$ cat config.mk
export PLATFORM = sky130hd
export DESIGN_NAME = mem_arbiter_flat
export DESIGN_NICKNAME = d
export VERILOG_FILES = /design/src/rtl/mem_arb_pkg.sv /design/src/rtl/mem_arb_if.sv /design/src/rtl/mem_arb_timer.sv /design/src/rtl/mem_arbiter.sv /design/src/flat_wrapper.sv
export SDC_FILE = /design/constraint.sdc
export NUM_CORES = 1
export LEC_CHECK = 0
export CAP_MARGIN = 10
export CORE_AREA = 2 2 213 215
export CTS_BUF_LIST = sky130_fd_sc_hd__clkbuf_4
export DETAILED_ROUTE_END_ITERATION = 8
export DIE_AREA = 0 0 215 217
export GPL_TIMING_DRIVEN = 0
export SYNTH_ARGS = -nofsm -noshare
export SYNTH_HDL_FRONTEND = slang
export SYNTH_SLANG_ARGS = --single-unit
$ cat constraint.sdc
create_clock -name clk -period 8.25 [get_ports clk]
set_input_delay 1.65 -clock clk [delete_from_list [all_inputs] [get_ports clk]]
set_output_delay 1.65 -clock clk [all_outputs]
set_load 0.05 [all_outputs]
$ cat src/rtl/mem_arb_pkg.sv
// mem_arb_pkg: shared types and constants for the NPC memory arbiter.
//   state_t    : arbiter FSM states
//   OWN_*      : transaction owner encoding
//   MASK_*     : byte-mask encodings for 8/16/32/64-bit accesses
package mem_arb_pkg;

  typedef enum logic [1:0] {
    ST_IDLE = 2'd0,
    ST_REQ  = 2'd1,
    ST_WAIT = 2'd2,
    ST_RESP = 2'd3
  } state_t;

  localparam logic OWN_IFU = 1'b0;
  localparam logic OWN_LSU = 1'b1;

  localparam logic [7:0] MASK_B = 8'h01;
  localparam logic [7:0] MASK_H = 8'h03;
  localparam logic [7:0] MASK_W = 8'h0F;
  localparam logic [7:0] MASK_D = 8'hFF;

endpackage

$ cat src/rtl/mem_arb_if.sv
// mem_arb_if: bundle of every handshake/bus signal around the arbiter.
//   ifu_*  : instruction-fetch request/response (read-only)
//   lsu_*  : load/store request/response
//   mem_*  : single downstream memory port
// Modports:
//   slave  : arbiter view (requests and memory responses in)
//   master : environment view (requesters and memory model)
interface mem_arb_if #(
  parameter int XLEN = 64
);
  logic            ifu_req_valid;
  logic            ifu_req_ready;
  logic [XLEN-1:0] ifu_req_addr;
  logic            ifu_resp_valid;
  logic [XLEN-1:0] ifu_resp_data;
  logic            ifu_resp_err;

  logic            lsu_req_valid;
  logic            lsu_req_ready;
  logic [XLEN-1:0] lsu_req_addr;
  logic            lsu_req_wen;
  logic [XLEN-1:0] lsu_req_wdata;
  logic [7:0]      lsu_req_mask;
  logic            lsu_resp_valid;
  logic [XLEN-1:0] lsu_resp_data;
  logic            lsu_resp_err;

  logic            mem_req_valid;
  logic            mem_req_ready;
  logic [XLEN-1:0] mem_req_addr;
  logic            mem_req_wen;
  logic [XLEN-1:0] mem_req_wdata;
  logic [7:0]      mem_req_mask;
  logic            mem_resp_valid;
  logic [XLEN-1:0] mem_resp_data;

  modport slave (
    input  ifu_req_valid, ifu_req_addr,
    output ifu_req_ready, ifu_resp_valid, ifu_resp_data, ifu_resp_err,
    input  lsu_req_valid, lsu_req_addr, lsu_req_wen, lsu_req_wdata, lsu_req_mask,
    output lsu_req_ready, lsu_resp_valid, lsu_resp_data, lsu_resp_err,
    output mem_req_valid, mem_req_addr, mem_req_wen, mem_req_wdata, mem_req_mask,
    input  mem_req_ready, mem_resp_valid, mem_resp_data
  );

  modport master (
    output ifu_req_valid, ifu_req_addr,
    input  ifu_req_ready, ifu_resp_valid, ifu_resp_data, ifu_resp_err,
    output lsu_req_valid, lsu_req_addr, lsu_req_wen, lsu_req_wdata, lsu_req_mask,
    input  lsu_req_ready, lsu_resp_valid, lsu_resp_data, lsu_resp_err,
    input  mem_req_valid, mem_req_addr, mem_req_wen, mem_req_wdata, mem_req_mask,
    output mem_req_ready, mem_resp_valid, mem_resp_data
  );
endinterface

$ cat src/rtl/mem_arb_timer.sv
// mem_arb_timer: 8-bit saturating transaction timer.
//   clk, rst  : clock, async active-high reset
//   i_clr     : restart count at 0 (wins over i_en)
//   i_en      : count up one per cycle, saturating at 255
//   o_expired : count has reached TIMEOUT_CYC-1
module mem_arb_timer #(
  parameter int TIMEOUT_CYC = 255
) (
  input  logic clk,
  input  logic rst,
  input  logic i_clr,
  input  logic i_en,
  output logic o_expired
);
  localparam logic [7:0] LIMIT = 8'(TIMEOUT_CYC - 1);

  logic [7:0] r_cnt;

  always_ff @(posedge clk or posedge rst) begin
    if (rst)                         r_cnt <= '0;
    else if (i_clr)                  r_cnt <= '0;
    else if (i_en && r_cnt != 8'hFF) r_cnt <= r_cnt + 8'd1;
  end

  // >= rather than == so a REQ->WAIT hop on the expiry cycle still
  // times out in WAIT instead of running past the limit.
  assign o_expired = (r_cnt >= LIMIT);
endmodule

$ cat src/rtl/mem_arbiter.sv
// mem_arbiter: shares one memory port between IFU (read) and LSU (read/write).
// One transaction at a time, round-robin on conflict, IDLE->REQ->WAIT->RESP,
// bounded by a timeout that returns err=1 with zero data.
//   clk, rst : clock, async active-high reset (drops any in-flight transaction)
//   bus      : mem_arb_if.slave carrying IFU, LSU and memory handshakes
module mem_arbiter
  import mem_arb_pkg::*;
#(
  parameter int         XLEN        = 64,
  parameter int         TIMEOUT_CYC = 255,
  parameter logic [7:0] IFU_MASK    = MASK_W
) (
  input logic     clk,
  input logic     rst,
  mem_arb_if.slave bus
);
  state_t          r_state;
  logic            r_owner, r_last_owner;
  logic [XLEN-1:0] r_req_addr, r_req_wdata, r_resp_data;
  logic            r_req_wen, r_resp_err;
  logic [7:0]      r_req_mask;

  logic w_idle, w_gnt_ifu, w_gnt_lsu, w_expired, w_resp_ifu, w_resp_lsu;

  // Conflict goes to whoever did not own the previous transaction.
  assign w_idle    = (r_state == ST_IDLE);
  assign w_gnt_ifu = w_idle && bus.ifu_req_valid &&
                     (!bus.lsu_req_valid || r_last_owner == OWN_LSU);
  assign w_gnt_lsu = w_idle && bus.lsu_req_valid &&
                     (!bus.ifu_req_valid || r_last_owner == OWN_IFU);

  mem_arb_timer #(.TIMEOUT_CYC(TIMEOUT_CYC)) u_timer (
    .clk       (clk),
    .rst       (rst),
    .i_clr     (w_gnt_ifu | w_gnt_lsu),
    .i_en      (r_state == ST_REQ || r_state == ST_WAIT),
    .o_expired (w_expired)
  );

  always_ff @(posedge clk or posedge rst) begin
    if (rst) begin
      r_state      <= ST_IDLE;
      r_owner      <= OWN_IFU;
      r_last_owner <= OWN_IFU;
      r_req_addr   <= '0;
      r_req_wdata  <= '0;
      r_req_wen    <= 1'b0;
      r_req_mask   <= '0;
      r_resp_data  <= '0;
      r_resp_err   <= 1'b0;
    end else begin
      case (r_state)
        ST_IDLE: begin
          if (w_gnt_lsu) begin
            r_req_addr   <= bus.lsu_req_addr;
            r_req_wdata  <= bus.lsu_req_wdata;
            r_req_wen    <= bus.lsu_req_wen;
            r_req_mask   <= bus.lsu_req_mask;
            r_owner      <= OWN_LSU;
            r_last_owner <= OWN_LSU;
            r_state      <= ST_REQ;
          end else if (w_gnt_ifu) begin
            r_req_addr   <= bus.ifu_req_addr;
            r_req_wdata  <= '0;
            r_req_wen    <= 1'b0;
            r_req_mask   <= IFU_MASK;
            r_owner      <= OWN_IFU;
            r_last_owner <= OWN_IFU;
            r_state      <= ST_REQ;
          end
        end
        // Progress beats timeout when both happen in the same cycle.
        ST_REQ: begin
          if (bus.mem_req_ready) begin
            r_state <= ST_WAIT;
          end else if (w_expired) begin
            r_resp_data <= '0;
            r_resp_err  <= 1'b1;
            r_state     <= ST_RESP;
          end
        end
        ST_WAIT: begin
          if (bus.mem_resp_valid) begin
            r_resp_data <= r_req_wen ? '0 : bus.mem_resp_data;
            r_resp_err  <= 1'b0;
            r_state     <= ST_RESP;
          end else if (w_expired) begin
            r_resp_data <= '0;
            r_resp_err  <= 1'b1;
            r_state     <= ST_RESP;
          end
        end
        ST_RESP: r_state <= ST_IDLE;
        default: r_state <= ST_IDLE;
      endcase
    end
  end

  assign w_resp_ifu = (r_state == ST_RESP) && (r_owner == OWN_IFU);
  assign w_resp_lsu = (r_state == ST_RESP) && (r_owner == OWN_LSU);

  assign bus.ifu_req_ready  = w_gnt_ifu;
  assign bus.lsu_req_ready  = w_gnt_lsu;

  assign bus.mem_req_valid  = (r_state == ST_REQ);
  assign bus.mem_req_addr   = r_req_addr;
  assign bus.mem_req_wen    = r_req_wen;
  assign bus.mem_req_wdata  = r_req_wdata;
  assign bus.mem_req_mask   = r_req_mask;

  // Response payload only shows on the owner's side while its strobe is up.
  assign bus.ifu_resp_valid = w_resp_ifu;
  assign bus.ifu_resp_data  = w_resp_ifu ? r_resp_data : '0;
  assign bus.ifu_resp_err   = w_resp_ifu & r_resp_err;
  assign bus.lsu_resp_valid = w_resp_lsu;
  assign bus.lsu_resp_data  = w_resp_lsu ? r_resp_data : '0;
  assign bus.lsu_resp_err   = w_resp_lsu & r_resp_err;
endmodule

$ cat src/flat_wrapper.sv
// flat-port wrapper written by rule: the top's interface ports become plain ports
module mem_arbiter_flat import mem_arb_pkg::*;
#(
  parameter int         XLEN        = 64,
  parameter int         TIMEOUT_CYC = 255,
  parameter logic [7:0] IFU_MASK    = MASK_W
)
  (clk, rst, bus_ifu_req_valid, bus_ifu_req_addr, bus_ifu_req_ready, bus_ifu_resp_valid, bus_ifu_resp_data, bus_ifu_resp_err, bus_lsu_req_valid, bus_lsu_req_addr, bus_lsu_req_wen, bus_lsu_req_wdata, bus_lsu_req_mask, bus_lsu_req_ready, bus_lsu_resp_valid, bus_lsu_resp_data, bus_lsu_resp_err, bus_mem_req_valid, bus_mem_req_addr, bus_mem_req_wen, bus_mem_req_wdata, bus_mem_req_mask, bus_mem_req_ready, bus_mem_resp_valid, bus_mem_resp_data);
  mem_arb_if #(.XLEN(XLEN)) bus_i ();
  input logic clk;
  input logic rst;
  input wire logic [$bits(bus_i.ifu_req_valid)-1:0] bus_ifu_req_valid;
  input wire logic [$bits(bus_i.ifu_req_addr)-1:0] bus_ifu_req_addr;
  output wire logic [$bits(bus_i.ifu_req_ready)-1:0] bus_ifu_req_ready;
  output wire logic [$bits(bus_i.ifu_resp_valid)-1:0] bus_ifu_resp_valid;
  output wire logic [$bits(bus_i.ifu_resp_data)-1:0] bus_ifu_resp_data;
  output wire logic [$bits(bus_i.ifu_resp_err)-1:0] bus_ifu_resp_err;
  input wire logic [$bits(bus_i.lsu_req_valid)-1:0] bus_lsu_req_valid;
  input wire logic [$bits(bus_i.lsu_req_addr)-1:0] bus_lsu_req_addr;
  input wire logic [$bits(bus_i.lsu_req_wen)-1:0] bus_lsu_req_wen;
  input wire logic [$bits(bus_i.lsu_req_wdata)-1:0] bus_lsu_req_wdata;
  input wire logic [$bits(bus_i.lsu_req_mask)-1:0] bus_lsu_req_mask;
  output wire logic [$bits(bus_i.lsu_req_ready)-1:0] bus_lsu_req_ready;
  output wire logic [$bits(bus_i.lsu_resp_valid)-1:0] bus_lsu_resp_valid;
  output wire logic [$bits(bus_i.lsu_resp_data)-1:0] bus_lsu_resp_data;
  output wire logic [$bits(bus_i.lsu_resp_err)-1:0] bus_lsu_resp_err;
  output wire logic [$bits(bus_i.mem_req_valid)-1:0] bus_mem_req_valid;
  output wire logic [$bits(bus_i.mem_req_addr)-1:0] bus_mem_req_addr;
  output wire logic [$bits(bus_i.mem_req_wen)-1:0] bus_mem_req_wen;
  output wire logic [$bits(bus_i.mem_req_wdata)-1:0] bus_mem_req_wdata;
  output wire logic [$bits(bus_i.mem_req_mask)-1:0] bus_mem_req_mask;
  input wire logic [$bits(bus_i.mem_req_ready)-1:0] bus_mem_req_ready;
  input wire logic [$bits(bus_i.mem_resp_valid)-1:0] bus_mem_resp_valid;
  input wire logic [$bits(bus_i.mem_resp_data)-1:0] bus_mem_resp_data;
  assign bus_i.ifu_req_valid = bus_ifu_req_valid;
  assign bus_i.ifu_req_addr = bus_ifu_req_addr;
  assign bus_ifu_req_ready = bus_i.ifu_req_ready;
  assign bus_ifu_resp_valid = bus_i.ifu_resp_valid;
  assign bus_ifu_resp_data = bus_i.ifu_resp_data;
  assign bus_ifu_resp_err = bus_i.ifu_resp_err;
  assign bus_i.lsu_req_valid = bus_lsu_req_valid;
  assign bus_i.lsu_req_addr = bus_lsu_req_addr;
  assign bus_i.lsu_req_wen = bus_lsu_req_wen;
  assign bus_i.lsu_req_wdata = bus_lsu_req_wdata;
  assign bus_i.lsu_req_mask = bus_lsu_req_mask;
  assign bus_lsu_req_ready = bus_i.lsu_req_ready;
  assign bus_lsu_resp_valid = bus_i.lsu_resp_valid;
  assign bus_lsu_resp_data = bus_i.lsu_resp_data;
  assign bus_lsu_resp_err = bus_i.lsu_resp_err;
  assign bus_mem_req_valid = bus_i.mem_req_valid;
  assign bus_mem_req_addr = bus_i.mem_req_addr;
  assign bus_mem_req_wen = bus_i.mem_req_wen;
  assign bus_mem_req_wdata = bus_i.mem_req_wdata;
  assign bus_mem_req_mask = bus_i.mem_req_mask;
  assign bus_i.mem_req_ready = bus_mem_req_ready;
  assign bus_i.mem_resp_valid = bus_mem_resp_valid;
  assign bus_i.mem_resp_data = bus_mem_resp_data;
  mem_arbiter #(.XLEN(XLEN), .TIMEOUT_CYC(TIMEOUT_CYC), .IFU_MASK(IFU_MASK)) u_core (.clk(clk), .rst(rst), .bus(bus_i));
endmodule
; ---- Word level (Yosys, flattened, before mapping)
; Cells that the tools add are included.
[word_totals]
inputBits = 271
output_inout_bits = 272
ramBits = 0
romBits = 0
latch_bits = 0
reg_bits = 213
mem_count = 0
wordCells = 67
[op_classes]
order_cmp = 1
multipliers = 0
muxes = 28
bitwise = 4
div = 0
reduce_logical = 18
add_sub_neg = 1
eq_ne = 6
n_shift = 0
[ops]
columns = cell, count
row1 = 2-to-1 mux 64 bit, 10
row2 = one-hot mux 64 bit (2 select lines), 1
row3 = 2-to-1 mux 8 bit, 4
row4 = 2-to-1 mux 2 bit, 5
row5 = adder 8 x 1 -> 8 bit (second input constant), 1
row6 = greater-or-equal comparator 8 bit (second input constant), 1
row7 = != test 8 bit (second input constant), 1
row8 = one-hot mux 2 bit (4 select lines), 1
row9 = logical AND 1 bit, 7
row10 = 2-to-1 mux 1 bit, 6
row11 = nonzero test 2 bit, 3
row12 = equality test 2 bit (second input constant), 2
row13 = AND reduction 2 bit, 2
row14 = logical OR 1 bit, 3
row15 = != test 3 bit (second input constant), 1
row16 = bitwise AND 1 bit, 2
row17 = equality test 2 x 1 -> 1 bit (second input constant), 1
row18 = zero test 1 bit, 2
row19 = zero test 2 bit, 1
row20 = != test 2 bit (second input constant), 1
row21 = one-hot mux 1 bit (2 select lines), 1
row22 = inverter 1 bit, 1
row23 = bitwise OR 1 bit, 1

; ---- Logic depth before layout (Yosys ltp)
; Gate-level depths: netlist (run 1).
[logic_depth]
ltp_word = 6
ltp_mapped = 8
depth_no_buf = 6

; ---- Cells and area by module
; From an unflattened synthesis (run 1), not the netlist that was laid out.
[hier_totals]
hier_cells = 951
hier_area_um2 = 10013.4
[by_module_without_submodules]
columns = module, area_per_inst_um2, seq_area_each_um2, n_inst, cells_each
row1 = mem_arbiter, 9529.1, 5129.9, 1, 903
row2 = mem_arb_timer, 484.2, 200.2, 1, 48

; ---- Least setup slack after synthesis (run 1)
; OpenSTA, ideal clock, no wires.
[synth_path]
path_kind = input to output
startpoint = in bus_ifu_req_valid
endpoint = out bus_ifu_req_ready
t_required_ns = 6.600
n_path_buf = 1
path_stages = 3
setup_slack_ns = 4.128
arrival_ns = 2.472
cell_sequence = nand2_1 a21oi_1 clkbuf_1
[synth_between]
elab_chain_cells = 2
[synth_rtl]
columns = element, line_no
row1 = start: declaration, flat_wrapper.sv:12  ; input wire logic [$bits(bus_i.ifu_req_valid)-1:0] bus_ifu_req_valid;
row2 = logical AND 1 bit (2 in a row), mem_arbiter.sv:27  ; assign w_gnt_ifu = w_idle && bus.ifu_req_valid &&
row3 = end: declaration, flat_wrapper.sv:14  ; output wire logic [$bits(bus_i.ifu_req_ready)-1:0] bus_ifu_req_ready;
; Every way passes these cells.

; ---- Final worst setup path (run 1)
; Ends and elaborated chain as after synthesis.

==> results.tsv, run 1 <==
stage	metric	value	unit
run_status	status	finished, final reports clean	
worst_hold_path	Hold WC Path Type	reg -> reg	
synthesis	Synth Register Bits	213	
synthesis	Post-synth ARST share	100.0	%
layout	layout cells sized above 1	11.73	%
timing	Clock Skews	0.03613	ns
power_and_ir_drop	P_sw	2888	uW
setup_path	Slowest Stage Delay on Critical Path	0.91	ns
place	IO buf count	542	
place	GP Congestion	0.8750	
global_route	gr ovfl total	0	
route	DRC viols	0	
clocking	post-cts hold buffer count	0	
clocking	CTS Root Cell	clkbuf_4	
power_and_ir_drop	power after layout	6070	uW
run	max-capacitance violation count	0	
synthesis	predominant post-synthesis flop cell	dfrtp_1	
power_and_ir_drop	P_int	3183	uW
setup_path	CP arrival	4.07	ns
layout	Syn-to-layout area delta	65.49	%
place	DP HPWL	33500	um
setup_path	CP dominant cell by count	clkdlybuf4s50_1	
timing	fin. max-slew vios	0	
layout	fin nets	1809	
route	drt via density	4.752	
synthesis	Synth Area in Simple Gates	18.74	%
worst_hold_path	hold_sp	u_core.bus.mem_req_wdata[51]$_DFFE_PP0P_	
global_route	first-pass GRT wire length	66370	um
synthesis	Synth Warn #	0	
timing	crit path time final	5.717	ns
synthesis	Net Count, Synth	1204	
synthesis	post-synthesis xor/xnor area fraction	0	%
timing	worst-margin pin slew	0.7384	ns
route	final wirelength	44160	um
synthesis	register area share after synthesis	50.59	%
timing	Slew headroom	50.77	%
power_and_ir_drop	Switching Fraction	47.57	%
floorplanning	die width	215	um
layout	fill count	4511	
synthesis	multiplexer share of the synthesized area	0.3800	%
floorplanning	die footprint	46660	um^2
floorplanning	initial cell density of the core	23.57	%
route	via count	10270	
setup_path	worst flop-to-flop path startpoint	u_core.r_state[0]$_DFFE_PP0P_	
synthesis	post-synthesis cell type count	48	
setup_path	crit end category	output port	
setup_path	Max FO, Critical Path	10	
timing	TNS Setup	0	ns
route	post-route ant nets	0	
power_and_ir_drop	clock network fraction of total power	15.6	%
synthesis	Post-Syn Area per Cell	11.39	um^2
setup_path	Worst Setup Start Kind	input port	
global_route	largest net degree at the start of global routing	113	
floorplanning	die height	217	um
floorplanning	CORE AREA	44700	um^2
power_and_ir_drop	Max VDD drop	0.2280	mV
layout	Multi-input gate area	4616	um^2
setup_path	WS Path Type	in -> out	
clocking	setup repair bufs after CTS	0	
timing	Tcrit/Tclk final	69.29	%
clocking	CTS tree	built	
synthesis	EDFF count, synth	0	
clocking	post_cts resized	0	
clocking	number of clock sinks	213	
global_route	Tot GR Track Use	18.45	%
floorplanning	Row Count	78	
route	initial drt markers	422	
synthesis	Syn Inst Count	925	
power_and_ir_drop	Pwr Density	348.1	nW/um^2
setup_path	CP Cell Sequence	clkdlybuf4s50_1 -> nand2_1 -> a21oi_1 -> clkbuf_1 -> clkdlybuf4s50_1	
clocking	Max clock buf depth	3	
synthesis	post-synthesis adder-cell area fraction	0.9500	%
timing	Setup-failing EPs final	0	
synthesis	area fraction in compound gates after synthesis	23.74	%
synthesis	main combinational cell family by area after synthesis	compound AO/OA/AOI/OAI gates	
clocking	clk slew on worst S/H paths	0.06	ns
power_and_ir_drop	combinational group share of total power	55.4	%
route	drt first pass iters	4	
global_route	vias in the first global route	10890	
place	# placed instances	2068	
power_and_ir_drop	Flop pwr share	29.0	%
floorplanning	io pins	543	
timing	Fin. Hold Viols	0	
setup_path	Critical Path RT	6.60	ns
layout	Register Area	5330	um^2
layout	non-filler instance count after layout	2161	
timing	f_max	174.9	MHz
power_and_ir_drop	P_leak	0.007369	uW
route	Avg WL per Cell	20.43	um
timing	RSZ-0062 raised after global routing	false	
clocking	TritonCTS Buffers	60	
setup_path	Max stage delay cell, worst path	clkdlybuf4s50_1	
global_route	antenna violations before repair	5	
clocking	H-Tree Depth	2	
timing	Min Hold Slack	0.5023	ns
clocking	clk_lat worst skew	0.77	ns
layout	Util after Layout	39.01	%
synthesis	Post-Syn Area	10540	um^2
setup_path	crit path launch	bus_ifu_req_valid	
## worst max-delay path: cells and delay by family
kind	cells	cell delay, ns
AO/OA/AOI/OAI	1	0.39
buffers and inverters	3	1.92
AND/OR/NAND/NOR	1	0.09
## Yosys cell counts, types with 2 or more instances
cell      instances  area, um^2
buf_4             4       30.03
inv_1             7       26.28
nor2_1            4       15.01
mux2i_1           4       40.04
buf_12            5       100.1
dfrtp_1         213        5330
nand2b_1          4       25.02
and2_1          132       825.8
nand4_1           2       12.51
nand4b_1         64       560.5
clkbuf_1         68       255.2
o21ai_0          67       335.3
nor3_1            2       10.01
nand2_1          13       48.80
a22o_1           69       604.3
a22oi_2          50       625.6
o211ai_1          2       15.01
a221o_1          64       640.6
o22a_1            4       35.03
and3_1           67       419.2
a21oi_1           4       20.02
a211oi_1          3       22.52
a22oi_1          14       105.1
ha_1              8       100.1
buf_2            28       140.1
## sequential cells by signal (all words and copies together) (netlist names)
signal                    cells
u_core.bus.mem_req_addr      64
u_core.bus.mem_req_mask       8
u_core.bus.mem_req_wdata     64
u_core.bus.mem_req_wen        1
u_core.r_owner                1
u_core.r_resp_data           64
u_core.r_resp_err             1
u_core.r_state                2
u_core.u_timer.r_cnt          8
## kinds of logic (layout without fill, tap and decap cells)
group,after synthesis,after routing
other,0,1
muxes,4,4
and+or+nand+nor,295,295
adders and majority gates,8,8
AOI/OAI and AO/OA,288,288
DFF,213,213
buffers and inverters,117,752
## final timing paths
check	slack [ns]	cells after the start	end
worst max-delay path	2.53	5	bus_ifu_req_ready
worst min-delay path	0.50	1	u_core.bus.mem_req_wdata[51]$_DFFE_PP0P_
worst max register to register	6.00	7	u_core.r_resp_data[0]$_DFFE_PP0P_
worst min register to register	0.50	1	u_core.bus.mem_req_wdata[51]$_DFFE_PP0P_
max in group asynchronous	5.71	3	u_core.bus.mem_req_addr[56]$_DFFE_PP0P_
min in group asynchronous	1.41	2	u_core.bus.mem_req_wdata[14]$_DFFE_PP0P_
## cells in the final DEF (no fill, tap or decap), types with 2 or more instances in the layout
cell / count
a22oi_1: 14
nor3_1: 2
a22o_1: 69
nand4b_1: 64
nand2_1: 13
buf_2: 28
a22oi_2: 50
o22a_1: 4
nand4_1: 2
nand2b_1: 4
a221o_1: 64
clkdlybuf4s50_1: 542
a21oi_1: 4
o211ai_1: 2
a211oi_1: 3
ha_1: 8
clkbuf_4: 81
clkinv_4: 2
buf_4: 4
clkinv_1: 7
o21ai_0: 67
and2_1: 132
clkbuf_1: 68
nor2_1: 4
buf_12: 5
dfrtp_1: 213
inv_1: 6
mux2i_1: 4
and3_1: 67
## through the flow
step	area, um^2	worst slack, ns
after detailed placement	16750	2.391
after global placement	16710	-2.575
after global routing	17440	2.297
after CTS	17430	2.375
final	17440	2.533
after floorplan	10540	0.7774
## power groups by stage
stage          Combinational (uW)  Clock [uW]  Sequential [uW]
5_1_grt                      3560        1040             1810
4_1_cts                      3400         995             1760
6_report                     3360         947             1760
3_3_place_gp                 3370           0             1760
2_1_floorplan                1200           0             2670
3_5_place_dp                 3400           0             1760
## area by class of cell
| class | count | area share, % |
|---|---|---|
| Antenna cell | 1 | 0.01435 |
| Timing Repair Buffer | 543 | 31.27 |
| Inverter | 8 | 0.2153 |
| Tap cell | 600 | 4.305 |
| Clock buffer | 81 | 3.487 |
| Multi-Input combinational cell | 595 | 26.47 |
| Sequential cell | 213 | 30.57 |
| Clock inverter | 11 | 0.4521 |
| Buffer | 109 | 3.215 |
## layer usage
layer	share of wire [%]	up-vias	GRT usage [%]
met5	0.12	-	0
met4	3.0	8	7.149
met3	7.5	82	5.563
met2	50	439	32.60
met1	39	5000	20.90
li1	-	4739	-
(Power assumes the default switching activity.)
==> run 2, diff against run 1 <==
- clock period: 8.25 -> 5.3 ns (I/O delays scaled with it)
==> run 2 against run 1 <==
Clock-buffer cell count grew 5; sequential share of layout area fell by 0.23 points; final area is 0.75% higher; first-iteration DRC count rose by 15%; core utilization rose by 0.29 points; clock power increased by 59%; largest power group unchanged; clock skew increased by 0.0067 ns.
==> results.tsv, run 2 (same netlist as run 1, synthesis figures left out) <==
stage	metric	value	unit
run_status	status	finished, final reports clean	
power_and_ir_drop	Switching Fraction	47.68	%
worst_hold_path	hold_sp	u_core.u_timer.r_cnt[6]$_DFFE_PP0P_	
timing	f_max	200.4	MHz
setup_path	Max stage delay cell, worst path	clkdlybuf4s50_1	
route	drt first pass iters	5	
layout	most common cell after layout, fill and taps aside	clkdlybuf4s50_1	
clocking	post-cts hold buffer count	0	
layout	Syn-to-layout area delta	66.73	%
setup_path	worst reg-to-reg setup slack	3.02	ns
clocking	setup repair bufs after CTS	0	
global_route	largest net degree at the start of global routing	43	
setup_path	Slowest Stage Delay on Critical Path	0.81	ns
layout	Final Cell Area	17570	um^2
setup_path	CP Cell Sequence	ha_1 -> nor2b_1 -> buf_1 -> clkbuf_1 -> and2_1 -> clkdlybuf4s50_1	
power_and_ir_drop	Pwr Density	540.2	nW/um^2
timing	worst-margin pin slew	0.8362	ns
clocking	Max clock buf depth	3	
clocking	number of clock sinks	213	
floorplanning	die width	215	um
route	initial drt markers	487	
power_and_ir_drop	P_int	4965	uW
timing	TNS Setup	0	ns
power_and_ir_drop	P_leak	0.007438	uW
place	IO buf count	542	
timing	fin. max-slew vios	0	
setup_path	CP arrival	3.93	ns
power_and_ir_drop	P_sw	4524	uW
global_route	vias in the first global route	10900	
place	GP Congestion	0.8526	
setup_path	CP delay by family, top	buffers and inverters	
setup_path	R2R depth	7	
layout	fill count	4501	
floorplanning	die height	217	um
clocking	CTS Root Cell	clkbuf_4	
global_route	Tot GR Track Use	18.08	%
clocking	post_cts resized	0	
setup_path	Critical Path RT	4.24	ns
timing	worst setup margin	0.3111	ns
floorplanning	die footprint	46660	um^2
worst_hold_path	Hold WC Path Type	reg -> reg	
floorplanning	Row Count	78	
clocking	H-Tree Depth	2	
floorplanning	CORE AREA	44700	um^2
power_and_ir_drop	Flop pwr share	29.0	%
clocking	TritonCTS Buffers	60	
timing	Slew headroom	44.13	%
global_route	antenna violations before repair	2	
timing	crit path time final	4.989	ns
place	DP HPWL	33930	um
clocking	CTS tree	built	
setup_path	Max FO, Critical Path	10	
setup_path	Worst Setup Start Kind	flop	
setup_path	FF-to-FF End	u_core.r_resp_data[9]$_DFFE_PP0P_	
clocking	clk_lat worst skew	0.75	ns
timing	Setup-failing EPs final	0	
worst_hold_path	WHS Path Cells	1	
worst_hold_path	WHS Endpoint	u_core.u_timer.r_cnt[6]$_DFFE_PP0P_	
timing	Fin. Hold Viols	0	
run	max-capacitance violation count	0	
timing	Tcrit/Tclk final	94.13	%
floorplanning	initial cell density of the core	23.57	%
timing	RSZ-0062 raised after global routing	false	
layout	layout cells sized above 1	12.25	%
layout	Util after Layout	39.30	%
setup_path	WS Path Type	reg -> out	
place	pre-CTS setup slack	0.6477	ns
route	drt via density	4.711	
route	DRC viols	0	
global_route	first-pass GRT wire length	65620	um
setup_path	worst flop-to-flop path startpoint	u_core.r_state[0]$_DFFE_PP0P_	
floorplanning	io pins	543	
clocking	clk slew on worst S/H paths	0.07	ns
route	Avg WL per Cell	20.07	um
route	via count	10290	
place	Cell Area, Placed	16820	um^2
global_route	gr ovfl total	0	
power_and_ir_drop	clock network fraction of total power	15.9	%
layout	most frequent cells in the layout	542 x clkdlybuf4s50_1, 213 x dfrtp_1, 132 x and2_1	
power_and_ir_drop	combinational group share of total power	55.1	%
route	final wirelength	43860	um
setup_path	crit end category	output port	
power_and_ir_drop	Max VDD drop	0.3313	mV
power_and_ir_drop	power after layout	9489	uW
setup_path	Bufs and invs on worst path	3	
timing	Clock Skews	0.04287	ns
route	post-route ant nets	0	
layout	fin nets	1813	
-- run 2: area by class of cell --
cell class / count / area [um^2] / share of cell area (%)
Timing Repair Buffer: 547 / 5525 / 31.45
Sequential cell: 213 / 5330 / 30.34
Multi-Input combinational cell: 595 / 4616 / 26.28
Tap cell: 600 / 750.7 / 4.274
Clock buffer: 86 / 645.6 / 3.675
Buffer: 109 / 560.5 / 3.191
Clock inverter: 26 / 102.6 / 0.5840
Inverter: 8 / 33.78 / 0.1923
Antenna cell: 1 / 2.502 / 0.01425
-- run 2: metal layers --
metal | vias up | global-route usage [%] | routed length (um)
met5 | - | 0 | 13
met3 | 67 | 5.521 | 3308
met2 | 450 | 31.72 | 22000
li1 | 4757 | - | -
met1 | 5017 | 21.23 | 17540
met4 | 2 | 5.402 | 993
-- run 2: worst max path at each step --
stage	start	to	slack (ns)	cells after the start
final	u_core.r_state[1]$_DFFE_PP0P_	bus_ifu_resp_data[48]	0.31	6
after floorplan	rst	u_core.bus.mem_req_addr[0]$_DFFE_PP0P_	1.47	1
after global routing	u_core.r_state[1]$_DFFE_PP0P_	bus_ifu_resp_data[48]	0.03	6
after CTS	u_core.r_state[1]$_DFFE_PP0P_	bus_ifu_resp_data[48]	0.17	6
after detailed placement	bus_ifu_req_valid	bus_ifu_req_ready	0.65	5
after global placement	rst	u_core.bus.mem_req_wdata[15]$_DFFE_PP0P_	-0.46	2
-- run 2: power by group through the flow --
stage	sequential (uW)	clock, uW	combinational, uW
2_1_floorplan	4160	0	1870
3_3_place_gp	2750	0	5220
3_5_place_dp	2750	0	5280
4_1_cts	2750	1560	5280
5_1_grt	2830	1650	5520
6_report	2750	1510	5230
-- run 2: metrics by stage --
stage          std cells  hold slack (ns)
2_1_floorplan        925           0.4649
3_3_place_gp        2067           0.4859
3_5_place_dp        2072           0.4905
4_1_cts             2184           0.5027
5_1_grt             2185           0.5180
6_report            2185           0.4959
